===== config.mk =====
export PLATFORM = sky130hd
export DESIGN_NAME = rgb_layer_compositor_flat
export DESIGN_NICKNAME = d
export VERILOG_FILES = /design/src/rtl/rgb_fx_pkg.sv /design/src/rtl/rgb_layer_compositor_if.sv /design/src/rtl/layer_priority_sel.sv /design/src/rtl/rgb_layer_compositor.sv /design/src/flat_wrapper.sv
export SDC_FILE = /design/constraint.sdc
export NUM_CORES = 1
export LEC_CHECK = 0
export CAP_MARGIN = 20
export CORE_MARGIN = 2
export CORE_UTILIZATION = 49
export CTS_BUF_LIST = sky130_fd_sc_hd__clkbuf_2 sky130_fd_sc_hd__clkbuf_4 sky130_fd_sc_hd__clkbuf_8
export DETAILED_ROUTE_END_ITERATION = 8
export PLACE_DENSITY = 0.95
export SLEW_MARGIN = 0
export SYNTH_ARGS = -nofsm -noshare
export SYNTH_HDL_FRONTEND = slang
export SYNTH_SLANG_ARGS = --single-unit
export TNS_END_PERCENT = 20

===== constraint.sdc =====
create_clock -name clk -period 5.55 [get_ports clk]
set_input_delay 1.11 -clock clk [delete_from_list [all_inputs] [get_ports clk]]
set_output_delay 1.11 -clock clk [all_outputs]
set_load 0.02 [all_outputs]

===== src/rtl/rgb_fx_pkg.sv =====
// Shared types for the RGB compositor: effect states, command encodings, brightness range.
// Purely declarative; no logic and no latency.
package rgb_fx_pkg;

  typedef enum logic [2:0] {
    FX_IDLE     = 3'd0,
    FX_FLASH    = 3'd1,
    FX_FADE_OUT = 3'd2,
    FX_BLACK    = 3'd3,
    FX_FADE_IN  = 3'd4
  } fx_state_t;

  typedef enum logic [1:0] {
    CMD_NONE     = 2'd0,
    CMD_FLASH    = 2'd1,
    CMD_FADE_OUT = 2'd2,
    CMD_FADE_IN  = 2'd3
  } fx_cmd_t;

  localparam int LVL_MAX = 16;
  localparam int LVL_W   = 5;

  function automatic logic fx_is_busy(fx_state_t s);
    return (s == FX_FLASH) || (s == FX_FADE_OUT) || (s == FX_FADE_IN);
  endfunction

endpackage


===== src/rtl/rgb_layer_compositor_if.sv =====
// Pixel/effect bus between the sprite units and the compositor; master drives layers and commands.
// Wires only; the compositor has no backpressure, every pixel is accepted each cycle.
interface rgb_layer_compositor_if
  import rgb_fx_pkg::*;
#(
  parameter int NUM_LAYERS = 12,
  parameter int COLOR_W    = 12
);
  logic                          video_on;
  logic                          frame_start;
  logic [NUM_LAYERS-1:0]         layer_on;
  logic [NUM_LAYERS*COLOR_W-1:0] layer_rgb;
  logic [NUM_LAYERS-1:0]         layer_en_next;
  logic                          fx_valid;
  logic [1:0]                    fx_cmd;
  logic [COLOR_W-1:0]            rgb;
  logic                          video_on_q;
  logic                          fx_busy;
  logic [LVL_W-1:0]              level;

  modport master (
    output video_on, frame_start, layer_on, layer_rgb, layer_en_next, fx_valid, fx_cmd,
    input  rgb, video_on_q, fx_busy, level
  );

  modport slave (
    input  video_on, frame_start, layer_on, layer_rgb, layer_en_next, fx_valid, fx_cmd,
    output rgb, video_on_q, fx_busy, level
  );
endinterface


===== src/rtl/layer_priority_sel.sv =====
// Fixed-priority layer select: lowest enabled, active index wins, else background colour.
// Combinational, zero latency; no backpressure.
module layer_priority_sel #(
  parameter int                 NUM_LAYERS = 12,
  parameter int                 COLOR_W    = 12,
  parameter logic [COLOR_W-1:0] BG_COLOR   = '0
) (
  input  logic [NUM_LAYERS-1:0]         i_layer_on,
  input  logic [NUM_LAYERS-1:0]         i_layer_en,
  input  logic [NUM_LAYERS*COLOR_W-1:0] i_layer_rgb,
  output logic [COLOR_W-1:0]            o_rgb
);

  // Walk from the lowest priority upward so the last hit (lowest index) sticks.
  always_comb begin
    o_rgb = BG_COLOR;
    for (int i = NUM_LAYERS - 1; i >= 0; i--) begin
      if (i_layer_on[i] && i_layer_en[i]) begin
        o_rgb = i_layer_rgb[i*COLOR_W +: COLOR_W];
      end
    end
  end

endmodule


===== src/rtl/rgb_layer_compositor.sv =====
// Layer compositor with frame-timed flash/fade effects driving the DAC pins.
// Two-cycle latency from layer inputs to rgb/video_on_q; no backpressure.
module rgb_layer_compositor
  import rgb_fx_pkg::*;
#(
  parameter int                 NUM_LAYERS   = 12,
  parameter int                 COLOR_W      = 12,
  parameter logic [COLOR_W-1:0] BG_COLOR     = '0,
  parameter int                 FLASH_FRAMES = 8,
  parameter int                 FADE_RATE    = 2
) (
  input logic                  clk,
  input logic                  reset,
  rgb_layer_compositor_if.slave bus
);

  localparam int               CW         = COLOR_W / 3;
  localparam int               FCW        = (FLASH_FRAMES > 1) ? $clog2(FLASH_FRAMES) : 1;
  localparam int               RCW        = (FADE_RATE > 1) ? $clog2(FADE_RATE) : 1;
  localparam logic [FCW-1:0]   FLASH_LAST = FCW'(FLASH_FRAMES - 1);
  localparam logic [RCW-1:0]   RATE_LAST  = RCW'(FADE_RATE - 1);
  localparam logic [LVL_W-1:0] LVL_TOP    = LVL_W'(LVL_MAX);
  localparam logic [LVL_W-1:0] LVL_ONE    = LVL_W'(1);

  fx_state_t           r_state, w_state_n;
  logic [LVL_W-1:0]    r_level, w_level_n;
  logic [RCW-1:0]      r_frame_cnt, w_frame_cnt_n;
  logic [FCW-1:0]      r_flash_cnt, w_flash_cnt_n;
  logic [NUM_LAYERS-1:0] r_layer_en_q;
  logic [COLOR_W-1:0]  r_s1_rgb, r_rgb;
  logic                r_s1_vid, r_vid_q;
  logic [COLOR_W-1:0]  w_sel_rgb, w_scaled, w_fx_rgb;
  fx_cmd_t             w_cmd;
  logic                w_cmd_ok;

  assign w_cmd = fx_cmd_t'(bus.fx_cmd);

  layer_priority_sel #(
    .NUM_LAYERS(NUM_LAYERS),
    .COLOR_W   (COLOR_W),
    .BG_COLOR  (BG_COLOR)
  ) u_sel (
    .i_layer_on (bus.layer_on),
    .i_layer_en (r_layer_en_q),
    .i_layer_rgb(bus.layer_rgb),
    .o_rgb      (w_sel_rgb)
  );

  always_comb begin
    w_cmd_ok      = 1'b0;
    w_state_n     = r_state;
    w_level_n     = r_level;
    w_frame_cnt_n = r_frame_cnt;
    w_flash_cnt_n = r_flash_cnt;
    case (r_state)
      FX_IDLE:               w_cmd_ok = (w_cmd == CMD_FLASH) || (w_cmd == CMD_FADE_OUT);
      FX_FLASH, FX_FADE_IN:  w_cmd_ok = (w_cmd == CMD_FADE_OUT);
      FX_FADE_OUT, FX_BLACK: w_cmd_ok = (w_cmd == CMD_FADE_IN);
      default:               w_cmd_ok = 1'b0;
    endcase

    // An accepted command swallows a coincident frame_start.
    if (bus.fx_valid && w_cmd_ok) begin
      w_frame_cnt_n = '0;
      w_flash_cnt_n = '0;
      case (w_cmd)
        CMD_FLASH:    w_state_n = FX_FLASH;
        CMD_FADE_OUT: w_state_n = FX_FADE_OUT;
        default:      w_state_n = FX_FADE_IN;
      endcase
    end else if (bus.frame_start) begin
      case (r_state)
        FX_FLASH: begin
          if (r_flash_cnt == FLASH_LAST) begin
            w_state_n     = FX_IDLE;
            w_flash_cnt_n = '0;
          end else begin
            w_flash_cnt_n = r_flash_cnt + 1'b1;
          end
        end
        FX_FADE_OUT: begin
          if (r_frame_cnt == RATE_LAST) begin
            w_frame_cnt_n = '0;
            if (r_level <= LVL_ONE) begin
              w_level_n = '0;
              w_state_n = FX_BLACK;
            end else begin
              w_level_n = r_level - LVL_ONE;
            end
          end else begin
            w_frame_cnt_n = r_frame_cnt + 1'b1;
          end
        end
        FX_FADE_IN: begin
          if (r_frame_cnt == RATE_LAST) begin
            w_frame_cnt_n = '0;
            if (r_level >= LVL_TOP - LVL_ONE) begin
              w_level_n = LVL_TOP;
              w_state_n = FX_IDLE;
            end else begin
              w_level_n = r_level + LVL_ONE;
            end
          end else begin
            w_frame_cnt_n = r_frame_cnt + 1'b1;
          end
        end
        default: ;
      endcase
    end
  end

  always_ff @(posedge clk or posedge reset) begin
    if (reset) begin
      r_state      <= FX_IDLE;
      r_level      <= LVL_TOP;
      r_frame_cnt  <= '0;
      r_flash_cnt  <= '0;
      r_layer_en_q <= '1;
    end else begin
      r_state     <= w_state_n;
      r_level     <= w_level_n;
      r_frame_cnt <= w_frame_cnt_n;
      r_flash_cnt <= w_flash_cnt_n;
      if (bus.frame_start) begin
        r_layer_en_q <= bus.layer_en_next;
      end
    end
  end

  // Per-channel brightness scale; level 16 is a pure shift-back identity.
  for (genvar c = 0; c < 3; c++) begin : g_ch
    logic [CW+4:0] w_prod;
    assign w_prod = {5'b0, r_s1_rgb[c*CW +: CW]} * {{CW{1'b0}}, r_level};
    assign w_scaled[c*CW +: CW] = w_prod[CW+3:4];
  end

  assign w_fx_rgb = ((r_state == FX_FLASH) && r_flash_cnt[0]) ? ~w_scaled : w_scaled;

  always_ff @(posedge clk or posedge reset) begin
    if (reset) begin
      r_s1_rgb <= '0;
      r_s1_vid <= 1'b0;
      r_rgb    <= '0;
      r_vid_q  <= 1'b0;
    end else begin
      r_s1_rgb <= w_sel_rgb;
      r_s1_vid <= bus.video_on;
      r_rgb    <= r_s1_vid ? w_fx_rgb : '0;
      r_vid_q  <= r_s1_vid;
    end
  end

  assign bus.rgb        = r_rgb;
  assign bus.video_on_q = r_vid_q;
  assign bus.fx_busy    = fx_is_busy(r_state);
  assign bus.level      = r_level;

endmodule


===== src/flat_wrapper.sv =====
// flat-port wrapper written by rule: the top's interface ports become plain ports
module rgb_layer_compositor_flat import rgb_fx_pkg::*;
#(
  parameter int                 NUM_LAYERS   = 12,
  parameter int                 COLOR_W      = 12,
  parameter logic [COLOR_W-1:0] BG_COLOR     = '0,
  parameter int                 FLASH_FRAMES = 8,
  parameter int                 FADE_RATE    = 2
)
  (clk, reset, bus_video_on, bus_frame_start, bus_layer_on, bus_layer_rgb, bus_layer_en_next, bus_fx_valid, bus_fx_cmd, bus_rgb, bus_video_on_q, bus_fx_busy, bus_level);
  rgb_layer_compositor_if #(.NUM_LAYERS(NUM_LAYERS), .COLOR_W(COLOR_W)) bus_i ();
  input logic clk;
  input logic reset;
  input wire logic [$bits(bus_i.video_on)-1:0] bus_video_on;
  input wire logic [$bits(bus_i.frame_start)-1:0] bus_frame_start;
  input wire logic [$bits(bus_i.layer_on)-1:0] bus_layer_on;
  input wire logic [$bits(bus_i.layer_rgb)-1:0] bus_layer_rgb;
  input wire logic [$bits(bus_i.layer_en_next)-1:0] bus_layer_en_next;
  input wire logic [$bits(bus_i.fx_valid)-1:0] bus_fx_valid;
  input wire logic [$bits(bus_i.fx_cmd)-1:0] bus_fx_cmd;
  output wire logic [$bits(bus_i.rgb)-1:0] bus_rgb;
  output wire logic [$bits(bus_i.video_on_q)-1:0] bus_video_on_q;
  output wire logic [$bits(bus_i.fx_busy)-1:0] bus_fx_busy;
  output wire logic [$bits(bus_i.level)-1:0] bus_level;
  assign bus_i.video_on = bus_video_on;
  assign bus_i.frame_start = bus_frame_start;
  assign bus_i.layer_on = bus_layer_on;
  assign bus_i.layer_rgb = bus_layer_rgb;
  assign bus_i.layer_en_next = bus_layer_en_next;
  assign bus_i.fx_valid = bus_fx_valid;
  assign bus_i.fx_cmd = bus_fx_cmd;
  assign bus_rgb = bus_i.rgb;
  assign bus_video_on_q = bus_i.video_on_q;
  assign bus_fx_busy = bus_i.fx_busy;
  assign bus_level = bus_i.level;
  rgb_layer_compositor #(.NUM_LAYERS(NUM_LAYERS), .COLOR_W(COLOR_W), .BG_COLOR(BG_COLOR), .FLASH_FRAMES(FLASH_FRAMES), .FADE_RATE(FADE_RATE)) u_core (.clk(clk), .reset(reset), .bus(bus_i));
endmodule

# After elaboration in Yosys (flattened, before gate mapping)
# Index checks and enable logic that the tools add are counted.
[totals] reg_bits=50 input_bits=175 elab_cells=102
[classes] n_addsub=4 multipliers=3 magnitude_cmp=2 n_eq_ne=15 muxes=37 bitwise=2 n_reduce_logical=30
[op_table] cell="12-bit 2-to-1 mux" count=14
[op_table] cell="3-bit 2-to-1 mux" count=11
[op_table] cell="4-bit by 5-bit multiplier with 8-bit output" count=3
[op_table] cell="5-bit 2-to-1 mux" count=4
[op_table] cell="3-bit by 1-bit != test with 1-bit output, second input constant" count=5
[op_table] cell="1-bit logical AND" count=14
[op_table] cell="12-bit NOT" count=1
[op_table] cell="5-bit one-hot mux with 2 select lines" count=1
[op_table] cell="3-bit one-hot mux with 3 select lines" count=1
[op_table] cell="2-bit nonzero test" count=4
[op_table] cell="7-bit AND reduction" count=1
[op_table] cell="3-bit by 2-bit equality test with 1-bit output, second input constant" count=2
[op_table] cell="3-bit equality test, second input constant" count=2
[op_table] cell="3-bit one-hot mux with 2 select lines" count=1
[op_table] cell="2-bit OR reduction" count=3
[op_table] cell="5-bit by 1-bit adder with 5-bit output, second input constant" count=1
[op_table] cell="5-bit by 4-bit >= comparator with 1-bit output, second input constant" count=1
[op_table] cell="5-bit by 1-bit less-or-equal comparator with 1-bit output, second input constant" count=1
[op_table] cell="5-bit AND reduction" count=1
[op_table] cell="5-bit by 1-bit subtractor with 5-bit output, second input constant" count=1
[op_table] cell="2-bit equality test, second input constant" count=2
[op_table] cell="1-bit 2-to-1 mux" count=4
[op_table] cell="2-bit by 1-bit != test with 1-bit output, second input constant" count=2
[op_table] cell="2-bit AND reduction" count=2
[op_table] cell="other kinds (9)" count=11

# Longest topological paths before layout
# Gate-level depths: netlist of the first run.
[depth] ltp_word=13 ltp_mapped=13

# Modules after synthesis
# From an unflattened synthesis of the first run, not the netlist that was laid out.
[hier_totals] cells_unflattened=554 area_unflattened_um2=4953.5
[by_module_without_submodules] mod="rgb_layer_compositor" instances=1 cells_each=344 area_each_um2=3588.4 seq_area_each_um2=1267.5
[by_module_without_submodules] mod="layer_priority_sel" instances=1 cells_each=210 area_each_um2=1365.1 seq_area_each_um2=0.0

# Least setup slack after synthesis of the first run
# No wires, ideal clock.
[synth_timing] kind="reg-to-reg" start="register u_core.r_level[1] (netlist: u_core.bus.level[1])" end="register u_core.r_rgb[7] (netlist: u_core.bus.rgb[7])" arrival_time_ns=3.377 setup_slack_ns=2.054 stages_incl_launch_ff=14 n_path_buf=2 path_cell_list="dfrtp_1 > clkbuf_1 > clkbuf_1 > and2_1 > fa_1 > inv_1 > fa_1 > inv_1 > ha_1 > and3_1 > a221o_1 > a31oi_1 > xnor2_1 > and2_1"
[synth_between] elab_chain_len=4
[synth_lines] item="from (decl)" line="rgb_layer_compositor.sv:26" source="logic [LVL_W-1:0] r_level, w_level_n;"
[synth_lines] item="from (signal assigned)" line="rgb_layer_compositor.sv:121" source="r_level <= w_level_n;"
[synth_lines] item="4-bit by 5-bit multiplier with 8-bit output (*)" line="rgb_layer_compositor.sv:133" source="assign w_prod = {5'b0, r_s1_rgb[c*CW +: CW]} * {{CW{1'b0}}, r_level};"
[synth_lines] item="12-bit NOT" line="rgb_layer_compositor.sv:137" source="assign w_fx_rgb = ((r_state == FX_FLASH) && r_flash_cnt[0]) ? ~w_scaled : w_scaled;"
[synth_lines] item="12-bit 2-to-1 mux (*)" line="rgb_layer_compositor.sv:137"
[synth_lines] item="12-bit 2-to-1 mux (*)" line="rgb_layer_compositor.sv:148" source="r_rgb <= r_s1_vid ? w_fx_rgb : '0;"
[synth_lines] item="to (signal assigned)" line="rgb_layer_compositor.sv:148"
[synth_lines] item="to (decl)" line="rgb_layer_compositor.sv:30" source="logic [COLOR_W-1:0] r_s1_rgb, r_rgb;"
# Every way passes the cells marked *; elsewhere a longest branch is shown, timed or not.
# A chain may end at the register's enable or synchronous reset.

# Worst setup path in the final report of the first run
[layout_timing] start="register u_core.r_level[1] (netlist: u_core.bus.level[1])" end="register u_core.r_rgb[2] (netlist: u_core.bus.rgb[2])"
# Same word-level chain as after synthesis.

==> run summary, run 1 <==
Across the run, the number of max-cap violations was 0. The switching share of power is 44.3%. The global-route total usage across every layer came out at 29.1%. The hold-fix buffer count after cts came out at 0. The global-route congestion overflow total came out at 0. Setup violations remaining at the end of the flow were counted as 0. The share of total power in sequential cells came out at 25.5%.

The clock tree skew after final layout is 0.0177 ns. Cells with a size suffix above 1 make up 7.58% of the layout. Synthesis produced a netlist with a net count of 778.

The data arrival time of the worst path is 3.69 ns. The worst path needs 3.49 ns of the cycle, external delays included. The total die area is 0.0107 sq mm. The count of non-filler cells in the finished layout is 847. Compared with the post-synthesis result, the final layout area differs by 41.8%. STA classifies the critical path endpoint as a flop. The number of antenna violations at the first check in global routing is 2. Entering global routing, the biggest net connects 51 pins.

TritonCTS built the clock tree. The count of buffers added on input and output ports is 193. The number of distinct standard cells referenced by the synthesized netlist came out at 53.

Dividing the detail-routed via count by the number of cells gives 5.87. The worst hold path stage count came out at 2. The number of iterations in the first detailed-routing pass is 6. The net switching component of the power came out at 1.10 mW. The sequential cells in the finished layout cover a total of 0.00127 sq mm. The number of placement rows is 36. The total detailed-routing wirelength is 16000 um. Buffers added to address setup during post-CTS repair amount to 0.

The most used flip-flop cell after synthesis is dfrtp_1. The final critical-path share of the clock period is 62.9%. The CTS H-tree depth came out at 2. For the worst-skew pair, the clock arrives at the later sink with an insertion delay of 0.31 ns. The number of flip-flops and latches in the synthesized netlist is 50. The global-route wire length before repair is 25300 um. TritonCTS created 5 clock buffers.

The share of flip-flops with an asynchronous set or reset came out at 100%. The proportion of power drawn by combinational gates came out at 65.4%. The number of gates resized after cts is 0. For this run, the register share of the synthesized area comes to 26.0%. The number of pins exceeding their max-slew limit in the final report came to 0. The final hold violation count is 0. The post-synthesis instance total came out at 551.

The min-delay analysis places its worst path in the category flop to flop. The number of nets in the layout is 938. After synthesis, the cell types taking the most area are dfrtp_1 (19%), ha_1 (9.5%), dfstp_2 (7.0%), and2_1 (6.4%), fa_1 (6.2%). The worst setup path is launched from a flop. Dividing total power by cell area gives a power density of 359 mW/mm^2. For this configuration, the core starts out at a cell density of 50.2%. The final estimated routing congestion in global placement is 1.05. The count of unresolved DRC violations after routing is 0. The height of the die came out at 104 um.

The design internal power is 1.38 mW. The commonest cells after synthesis are and2_1 (50), nand2_1 (48), dfrtp_1 (37), ha_1 (37), clkbuf_1 (34). The upper clock frequency limit is 0.286 GHz. The number of DRC markers after the initial detailed-route iteration came out at 250. The synthesized area per cell came out at 8.83 sq um.

Summing every instance area after synthesis gives 0.00487 sq mm. In this run the tightest slew margin relative to its limit is 50.0%. 194 I/O pins were placed. In this run the biggest area consumer among cell types represents 19.0% of the synthesized area. The maximum net fanout on the critical path came out at 20. The fill cell instance count of the final layout is 743. The clock slew at the register clock pins of the worst setup and hold paths came out at 0.10 ns.

The peak ir drop on the vdd network came out at 0.000194 V. The horizontal die dimension came out at 104 um. The required time reported for the critical path endpoint is 5.75 ns.

After detailed routing, the average wire length per cell comes to 18.9 um. The synthesized design spends more area on one cell type than any other, namely dfrtp_1. The setup total negative slack came out at 0 ns. The category of the most critical setup path is flop to flop. The total number of clock tree sinks came out at 50. The total number of vias came out at 4975. The number of warnings printed during yosys synthesis is 0. The worst-margin pin slew is 0.748 ns. The number of flops mapped to enable cells by yosys is 0. The analysis attributes to cell leakage a power of 2.93 nW. The standard cell core area is 0.00968 sq mm. The share of total power in the clock network is 9.1%. The number of cells traversed by the worst register-to-register path came out at 11.

The number of cells after detailed placement came out at 836. The multi-input logic area is 0.00334 sq mm. The number of global-route vias before repair is 5107. The half-perimeter wire length of the detailed placement result came out at 13400 um. The leading cell type by number of instances after synthesis is and2_1. The number of antenna-violating nets in the routed design is 0.

The run finished with clean final reports. Setup repair after global routing left no endpoint under its margin. Counting along the longest clock path gives a buffer depth of 2. In this run the clock root is driven by a clkbuf_8.
worst paths after layout:
| check | startpoint | to | slack [ns] |
|---|---|---|---|
| setup / recovery | u_core.bus.level[1]$_DFFE_PP0P_ | u_core.bus.rgb[2]$_DFF_PP0_ | 2.06 |
| hold / removal | u_core.r_flash_cnt[2]$_DFFE_PP0P_ | u_core.r_flash_cnt[2]$_DFFE_PP0P_ | 0.55 |
| setup reg to reg | u_core.bus.level[1]$_DFFE_PP0P_ | u_core.bus.rgb[2]$_DFF_PP0_ | 2.06 |
| hold reg to reg | u_core.r_flash_cnt[2]$_DFFE_PP0P_ | u_core.r_flash_cnt[2]$_DFFE_PP0P_ | 0.55 |
| max in group asynchronous | reset | u_core.bus.level[4]$_DFFE_PP1P_ | 4.04 |
| min in group asynchronous | reset | u_core.r_layer_en_q[11]$_DFFE_PP1P_ | 1.19 |
cell families after synthesis:
group / Yosys count / synth area share, %
mux: 19 / 4.27
fa+ha+maj: 52 / 15.7
compound gates: 170 / 23.8
xor+xnor: 33 / 5.94
buf+inv: 62 / 5.30
flops: 50 / 26.0
simple gates: 165 / 19.0
metal layers:
layer,vias up,wire (um),share of wire [%],global-route usage (%)
met3,40,1220,7.6,6.67
met1,2376,5620,35,30.8
met5,-,0,0,0
met2,223,8580,54,55.5
li1,2336,-,-,-
met4,0,595,3.7,11.5
registers in the layout, summed over array words and instances, names as in the netlist:
signal,flops
u_core.bus.rgb,12
u_core.r_layer_en_q,12
u_core.r_s1_rgb,12
u_core.bus.level,5
u_core.r_flash_cnt,3
u_core.r_state,3
u_core.bus.video_on_q,1
u_core.r_frame_cnt,1
u_core.r_s1_vid,1
power groups by stage:
stage	clock network [mW]	logic [mW]	registers [mW]
after floorplan	0	1.16	0.583
after global placement	0	1.49	0.619
after detailed placement	0	1.61	0.633
after CTS	0.228	1.62	0.626
after global routing	0.245	1.78	0.653
final	0.226	1.62	0.631
critical path: stages, from the launching register on:
cell and delay, ns:
dfrtp_1 0.60, and2_1 0.28, fa_1 0.54, inv_1 0.06, fa_1 0.53, inv_1 0.04, ha_1 0.32, and3_1 0.19
a221o_1 0.36, a21oi_1 0.20, xnor2_1 0.09, and2_1 0.17
final cells by class:
| type | count | area share (%) |
|---|---|---|
| clock buffers | 6 | 1.11 |
| flip-flops and latches | 50 | 18.4 |
| inverters | 21 | 1.14 |
| well taps | 133 | 2.41 |
| repair buffers | 194 | 28.3 |
| diodes | 2 | 0.0725 |
| clock inverters | 2 | 0.199 |
| multi-input cells | 439 | 48.4 |
layout by cell type (no fill, tap or decap), types with 2 or more instances in the layout:
cell / Yosys / final
o21ai_1: 3 / 3
mux2_1: 2 / 2
o211ai_1: 2 / 2
xor2_1: 6 / 6
nor4b_1: 2 / 2
o21a_1: 12 / 12
nor3b_2: 2 / 2
mux2_2: 12 / 12
nand3_1: 4 / 4
clkbuf_8: 0 / 5
dfrtp_1: 37 / 37
a31oi_1: 29 / 29
clkdlybuf4s50_1: 0 / 193
xnor2_1: 27 / 27
nor2_1: 11 / 11
nand3b_1: 3 / 3
a221o_1: 2 / 2
dfstp_2: 13 / 13
and4_1: 3 / 3
o221a_2: 12 / 12
o31ai_1: 15 / 15
a32oi_1: 3 / 3
inv_1: 20 / 19
a211oi_1: 13 / 13
or2_1: 2 / 2
a21oi_1: 32 / 32
diode_2: 0 / 2
and2_1: 50 / 50
nand2_1: 48 / 48
inv_2: 1 / 2
ha_1: 37 / 37
o22ai_1: 25 / 25
o21ai_0: 12 / 12
and3_1: 29 / 29
nand4_1: 3 / 3
mux2i_1: 5 / 5
a21o_1: 5 / 5
fa_1: 15 / 15
through the flow:
step | worst slack (ns) | cell area, sq um | hold slack, ns | util, % | total power, mW
floorplan | 2.05 | 4870 | 0.377 | - | 1.74
global placement | 2.14 | 6790 | 0.513 | 70.1 | 2.11
detailed placement | 2.09 | 6790 | 0.534 | 70.1 | 2.24
CTS | 2.08 | 6880 | 0.559 | 71.0 | 2.48
global route | 1.90 | 6900 | 0.582 | 71.3 | 2.68
finish | 2.06 | 6900 | 0.553 | 71.3 | 2.48
No activity file was read; power rests on OpenSTA's default activity.
==> run 2: changes to the inputs <==
--- a/config.mk
+++ b/config.mk
@@ -7,7 +7,7 @@
 export LEC_CHECK = 0
 export CAP_MARGIN = 20
 export CORE_MARGIN = 2
-export CORE_UTILIZATION = 49
+export CORE_UTILIZATION = 46
 export CTS_BUF_LIST = sky130_fd_sc_hd__clkbuf_2 sky130_fd_sc_hd__clkbuf_4 sky130_fd_sc_hd__clkbuf_8
 export DETAILED_ROUTE_END_ITERATION = 8
 export PLACE_DENSITY = 0.95
==> constraint.sdc (replaced) <==
create_clock -name clk -period 3.55 [get_ports clk]
set_input_delay 0.71 -clock clk [delete_from_list [all_inputs] [get_ports clk]]
set_output_delay 0.71 -clock clk [all_outputs]
set_load 0.02 [all_outputs]
==> run summary, run 2 (synthesis results as in run 1) <==
The number of global-route vias before repair came out at 5193 (+1.7%). The root buffer cell is clkbuf_8. The horizontal die dimension is 107 um (+3.1%). The half-perimeter wire length of the detailed placement result came out at 13400 um (-0.26%).

The antenna diode instance count is 0 (-2). The final critical-path share of the clock period is 92.6% (+30 points). The global-route total usage across every layer is 28.1% (-0.98 points).

The number of buffers on the longest clock path came out at 2 (unchanged). The number of placement rows is 37 (+2.8%). The number of antenna-violating nets in the routed design is 0 (unchanged). The total number of clock tree sinks came out at 50 (unchanged). The number of antenna violations at the first check in global routing was 0 (-2). The data arrival time of the worst path is 3.50 ns (-0.19 ns). The final critical path time including I/O delays and setup was 3.29 ns (-0.205 ns). The number of DRC markers after the initial detailed-route iteration came out at 182 (-27%).

The clock tree skew after final layout is 0.0138 ns (-0.00389 ns). The mean number of vias per cell came out at 5.74 (-2.2%). The CTS tree is yes. The setup violation total in the final timing report came out at 0 (unchanged). The setup total negative slack is 0 ns (unchanged). The height of the die came to 107 um (+3.1%). The maximum net fanout on the critical path came out at 9 (-55%). The clock network latency to the later pin of the worst-skew pair is 0.32 ns (about the same).

The element type at the critical path start is a flop. The boundary pin count is 194 (unchanged). The commonest non-fill, non-tap cell in the layout is clkdlybuf4s50_1.

The final estimated routing congestion in global placement came out at 0.931 (-12%). The global-route wire length before repair is 25400 um (+0.38%). The number of pins exceeding their max-slew limit in the final report came to 0 (unchanged).

The total detailed-routing wirelength came to 15800 um (-1.1%). The worst relative slew slack came to 47.4% (-2.6 points). The starting density of the core came out at 47.3% (-2.9 points). The min-delay analysis places its worst path in the category flop to flop. The worst setup path is of the flop to flop kind.

The peak ir drop on the vdd network is 0.000360 V (+85%). The total number of vias is 4929 (-0.92%). The required time reported for the critical path endpoint is 3.76 ns (-1.99 ns). The average detailed-routed wire length per instance came to 18.5 um (-2.3%). The worst-margin pin slew came out at 0.788 ns (+0.0398 ns). Setup repair after global routing left no endpoint under its margin. The number of port buffers is 193 (unchanged). The largest net degree at the start of global routing is 40 (-22%). The fraction of layout instances using a drive strength above 1 came out at 8.86% (+1.3 points).

The total die area came out at 0.0114 sq mm (+6.3%). The element type at the critical path end is a flop. The area growth from synthesis to layout is 43.0%.

The power per cell area is 562 mW/mm^2 (+56%). The CTS H-tree depth is 2 (unchanged). The number of iterations in the first detailed-routing pass came out at 5 (-1). The upper clock frequency limit came out at 0.304 GHz (+6.2%). The final worst slack came out at 0.263 ns (-1.79 ns). The number of nets in the layout came out at 948 (+1.1%).

In the layout the commonest cells are clkdlybuf4s50_1 (193), and2_1 (50), nand2_1 (48), ha_1 (37), dfrtp_1 (36). The count of max-cap constraint violations came out at 0 (unchanged). The flow ran to the end, and the final reports show no timing, DRC or antenna violations. The final hold violation count came to 0 (unchanged). The static leakage power came out at 2.97 nW (+1.4%). The global-route congestion overflow total was 0 (unchanged).

The standard cell core area came out at 0.0103 sq mm (+6.1%). The hold-fix buffer count after cts is 0 (unchanged). The count of unresolved DRC violations after routing is 0 (unchanged). The clock slew at the register clock pins of the worst setup and hold paths is 0.10 ns (about the same). The worst slack at placement was 0.127 ns (-1.96 ns). The CTS buffer count is 5 (unchanged).
==> run 2: cell count changes in the layout (fill, tap and decap cells not counted), sizes merged <==
cell / before / now
buf: 1 / 11
diode: 2 / 0
==> run 2: timing repair <==
| item | 4_1_cts | 5_1_grt |
|---|---|---|
| setup endpoints to repair | 0 | 4 |
| hold endpoints to repair | 0 | 0 |
| setup buffers | 0 | 0 |
| resized for setup | 0 | 1 |
==> run 2: final cells by class <==
class                   instances  area [sq um]
clock inverters                 2          8.76
flip-flops and latches         50          1270
fillers                       779          3320
repair buffers                204          2010
clock buffers                   6          76.3
inverters                      21          78.8
well taps                     136           170
multi-input cells             439          3340
==> run 2: report_power, final <==
part	switching (mW)	total [mW]	internal [mW]	leakage (nW)
sequential	0.201	0.935	0.734	0.596
clock	0.196	0.340	0.144	0.0460
combinational	1.32	2.64	1.32	2.33
total	1.72	3.91	2.19	2.97
==> run 2: worst paths after layout <==
check / from / end / slack, ns / depth (start not counted)
setup / recovery: u_core.bus.level[3]$_DFFE_PP0P_ / u_core.bus.rgb[2]$_DFF_PP0_ / 0.26 / 11
hold / removal: u_core.r_flash_cnt[1]$_DFFE_PP0P_ / u_core.r_flash_cnt[1]$_DFFE_PP0P_ / 0.57 / 2
setup reg to reg: u_core.bus.level[3]$_DFFE_PP0P_ / u_core.bus.rgb[2]$_DFF_PP0_ / 0.26 / 11
hold reg to reg: u_core.r_flash_cnt[1]$_DFFE_PP0P_ / u_core.r_flash_cnt[1]$_DFFE_PP0P_ / 0.57 / 2
max in group asynchronous: reset / u_core.r_layer_en_q[4]$_DFFE_PP1P_ / 1.94 / 3
min in group asynchronous: reset / u_core.r_frame_cnt$_DFFE_PP0P_ / 0.86 / 2
==> run 2: metal layers <==
layer  vias to the layer above  global-route usage, %  routed length (um)
met4                         0                   9.18                 434
li1                       2358                      -                   -
met3                        30                   7.54                1080
met1                      2356                   29.5                5650
met2                       185                   54.0                8680
met5                         -                      0                   0
==> run 2: through the flow <==
| step | utilization [%] | hold WS [ns] | power [mW] | std cells | instance area [sq um] |
|---|---|---|---|---|---|
| after floorplan | - | 0.377 | 2.73 | 551 | 4870 |
| after global placement | 66.9 | 0.512 | 3.34 | 850 | 6870 |
| after detailed placement | 66.9 | 0.552 | 3.55 | 850 | 6870 |
| after CTS | 67.7 | 0.576 | 3.91 | 858 | 6960 |
| after global routing | 67.7 | 0.599 | 4.27 | 858 | 6960 |
| final | 67.7 | 0.565 | 3.91 | 858 | 6960 |
==> run 2: worst max-delay path, stage by stage (launching register included) <==
cell and delay, ns:
dfrtp_1 0.47, and2_1 0.20, fa_1 0.48, inv_1 0.06
fa_1 0.55, inv_1 0.05, ha_1 0.33, and3_1 0.20
a221o_1 0.37, a21oi_1 0.21, xnor2_1 0.10, and2_1 0.15
==> run 3: changes to the inputs <==
--- a/config.mk
+++ b/config.mk
@@ -10,6 +10,7 @@
 export CORE_UTILIZATION = 46
 export CTS_BUF_LIST = sky130_fd_sc_hd__clkbuf_2 sky130_fd_sc_hd__clkbuf_4 sky130_fd_sc_hd__clkbuf_8
 export DETAILED_ROUTE_END_ITERATION = 8
+export GPL_ROUTABILITY_DRIVEN = 0
 export PLACE_DENSITY = 0.95
 export SLEW_MARGIN = 0
 export SYNTH_ARGS = -nofsm -noshare
==> run summary, run 3 (synthesis results as in run 1) <==
The run finished with clean final reports. The worst relative slew slack was 46.4% (-1.0 points). The worst setup slack for register-to-register paths came out at 0.24 ns (-0.03 ns). The maximum single-stage delay on the critical path came out at 0.53 ns (-0.02 ns). The total number of clock tree sinks is 50 (unchanged).

The number of global-route vias before repair is 5178 (-0.29%). The fill cell instance count of the final layout came out at 787 (+1.0%). The required time reported for the critical path endpoint came to 3.76 ns (about the same). The fraction of layout instances using a drive strength above 1 came out at 8.61% (-0.25 points).

The number of antenna violations at the first check in global routing came out at 0 (unchanged). The area growth from synthesis to layout is 42.9% (about the same). The largest net degree at the start of global routing came out at 40 (unchanged).

The half-perimeter wire length of the detailed placement result is 13200 um (-1.4%). The global-route total usage across every layer is 27.3% (-0.83 points). The area taken by flip-flops and latches was 0.00127 sq mm (about the same). The clock slew at the register clock pins of the worst setup and hold paths is 0.11 ns (about the same).

The number of placement rows was 37 (unchanged). The count of buffering cells on the critical path with inverters included was 2 (unchanged). The count of max-cap constraint violations is 0 (unchanged). The height of the die is 107 um (unchanged). The final critical-path share of the clock period was 93.3% (+0.72 points).

The final critical path time including I/O delays and setup is 3.31 ns (+0.0257 ns). In this run the most critical hold path is launched from u_core.r_flash_cnt[1]$_DFFE_PP0P_. The global-route congestion overflow total came out at 0 (unchanged). The boundary pin count is 194 (unchanged).

The number of DRC markers after the initial detailed-route iteration came out at 260 (+43%). The clock tree skew after final layout came to 0.0154 ns (+0.00162 ns). In this design, the largest share of critical-path delay is due to adder cells. The clock network latency to the later pin of the worst-skew pair is 0.32 ns (about the same). For this design, the slowest cell found on the critical path is fa_1. The number of port buffers is 193 (unchanged). The count of unresolved DRC violations after routing came out at 0 (unchanged). The static leakage power is 2.96 nW (-0.16%). The hold-fix buffer count after cts is 0 (unchanged). The average detailed-routed wire length per instance is 18.4 um (-0.50%). The worst-margin pin slew came out at 0.803 ns (+0.0152 ns). The share of the core filled with cells is 67.7% (about the same).

Setup repair after global routing left no endpoint under its margin. The endpoint with the worst hold slack is u_core.r_flash_cnt[1]$_DFFE_PP0P_. The maximum net fanout on the critical path is 13 (+4).

The commonest non-fill, non-tap cell in the layout is clkdlybuf4s50_1. The mean number of vias per cell is 5.87 (+2.1%). The root buffer cell is clkbuf_8. The CTS buffer count is 5 (unchanged).

The total die area came out at 0.0114 sq mm (unchanged). The power per cell area is 564 mW/mm^2 (+0.39%). The upper clock frequency limit is 0.302 GHz (-0.78%).

The worst register-to-register path ends at u_core.bus.rgb[7]$_DFF_PP0_. The peak ir drop on the vdd network is 0.000307 V (-15%). The horizontal die dimension came out at 107 um (unchanged).

The worst hold path stage count came to 2 (unchanged). The total number of vias is 5023 (+1.9%). The standard cell core area is 0.0103 sq mm (unchanged).

The CTS H-tree depth came out at 2 (unchanged). By startpoint and endpoint, the worst setup path is classified as flop to flop. The multi-input logic area came to 0.00334 sq mm (unchanged).

The post-CTS setup repair buffer count came out at 0 (unchanged). In this run the critical register-to-register path is launched from u_core.bus.level[2]$_DFFE_PP0P_. The element type at the critical path end is a flop. STA classifies the critical path startpoint as a flop. The global-route wire length before repair came out at 24800 um (-2.3%). The starting density of the core came out at 47.3% (unchanged). The number of nets in the layout came out at 946 (-0.21%). The final hold violation count is 0 (unchanged).

The number of pins exceeding their max-slew limit in the final report is 0 (unchanged). The data arrival time of the worst path is 3.53 ns (+0.03 ns). The worst hold slack after final layout is 0.566 ns (+0.000546 ns). The number of gates resized after cts is 0 (unchanged). TritonCTS built the clock tree. Traced cell by cell, the critical path runs through and2_1 -> fa_1 -> inv_1 -> fa_1 -> inv_1 -> ha_1 -> and3_1 -> a221o_1 -> a31oi_1 -> xnor2_1 -> and2_1. The antenna diode instance count is 0 (unchanged). The number of cells traversed by the worst register-to-register path came to 11 (unchanged). The setup total negative slack is 0 ns (unchanged).

The total detailed-routing wirelength is 15700 um (-0.73%). The number of antenna-violating nets in the routed design is 0 (unchanged). The number of buffers on the longest clock path is 2 (unchanged). The worst hold path belongs to the class flop to flop. The number of iterations in the first detailed-routing pass came out at 7 (+2). The library cells used most frequently in the layout, excluding fill and tap cells, are clkdlybuf4s50_1 (193), and2_1 (50), nand2_1 (48), ha_1 (37), dfrtp_1 (37). The setup violation total in the final timing report came out at 0 (unchanged).
run 3: cell count changes in the layout (fill, tap and decap cells not counted):
cell      change
clkinv_2      -1
inv_8         +1
dfrtp_2       -1
buf_4         -2
clkinv_4      +2
dfrtp_1       +1
clkbuf_4      -1
clkinv_1      -1
run 3: layout make-up:
class / count / area share (%)
multi-input cells: 439 / 48.0
repair buffers: 202 / 28.8
flip-flops and latches: 50 / 18.2
well taps: 136 / 2.45
inverters: 21 / 1.13
clock buffers: 5 / 0.990
clock inverters: 3 / 0.414
run 3: worst max path at each step:
stage / startpoint / endpoint / slack [ns] / depth (start not counted)
3_5_place_dp: u_core.bus.level[2]$_DFFE_PP0P_ / u_core.bus.rgb[7]$_DFF_PP0_ / 0.24 / 11
2_1_floorplan: u_core.bus.level[1]$_DFFE_PP0P_ / u_core.bus.rgb[7]$_DFF_PP0_ / 0.05 / 13
5_1_grt: u_core.bus.level[3]$_DFFE_PP0P_ / u_core.bus.rgb[10]$_DFF_PP0_ / 0.08 / 12
3_3_place_gp: u_core.bus.level[2]$_DFFE_PP0P_ / u_core.bus.rgb[7]$_DFF_PP0_ / 0.37 / 11
4_1_cts: u_core.bus.level[2]$_DFFE_PP0P_ / u_core.bus.rgb[7]$_DFF_PP0_ / 0.22 / 11
6_report: u_core.bus.level[2]$_DFFE_PP0P_ / u_core.bus.rgb[7]$_DFF_PP0_ / 0.24 / 11
run 3: tightest hold or removal path: cells and delay by family (launching register included):
family / cells / cell delay [ns]
flip-flops: 1 / 0.40
AND/OR/NAND/NOR: 1 / 0.07
AO/OA/AOI/OAI: 1 / 0.06
run 3: per-layer routing:
metal  vias up  GRT usage [%]  part of all wire [%]
met2       251           50.6                    53
met5         -              0                     0
met3        60           6.81                   7.9
met1      2363           29.1                    35
li1       2349              -                     -
met4         0           12.1                   4.3
run 3: per-stage QoR:
| step | area (sq um) | power [mW] | cells | setup WS (ns) |
|---|---|---|---|---|
| CTS | 6950 | 3.92 | 856 | 0.222 |
| floorplan | 4870 | 2.73 | 551 | 0.0541 |
| global route | 6950 | 4.26 | 856 | 0.0842 |
| finish | 6950 | 3.92 | 856 | 0.237 |
| detailed placement | 6860 | 3.54 | 848 | 0.236 |
| global placement | 6860 | 3.34 | 848 | 0.366 |
run 3: where the power goes:
group | switching, mW | internal (mW)
Clock | 0.212 | 0.146
Sequential | 0.194 | 0.733
Combinational | 1.33 | 1.31
Total | 1.73 | 2.19
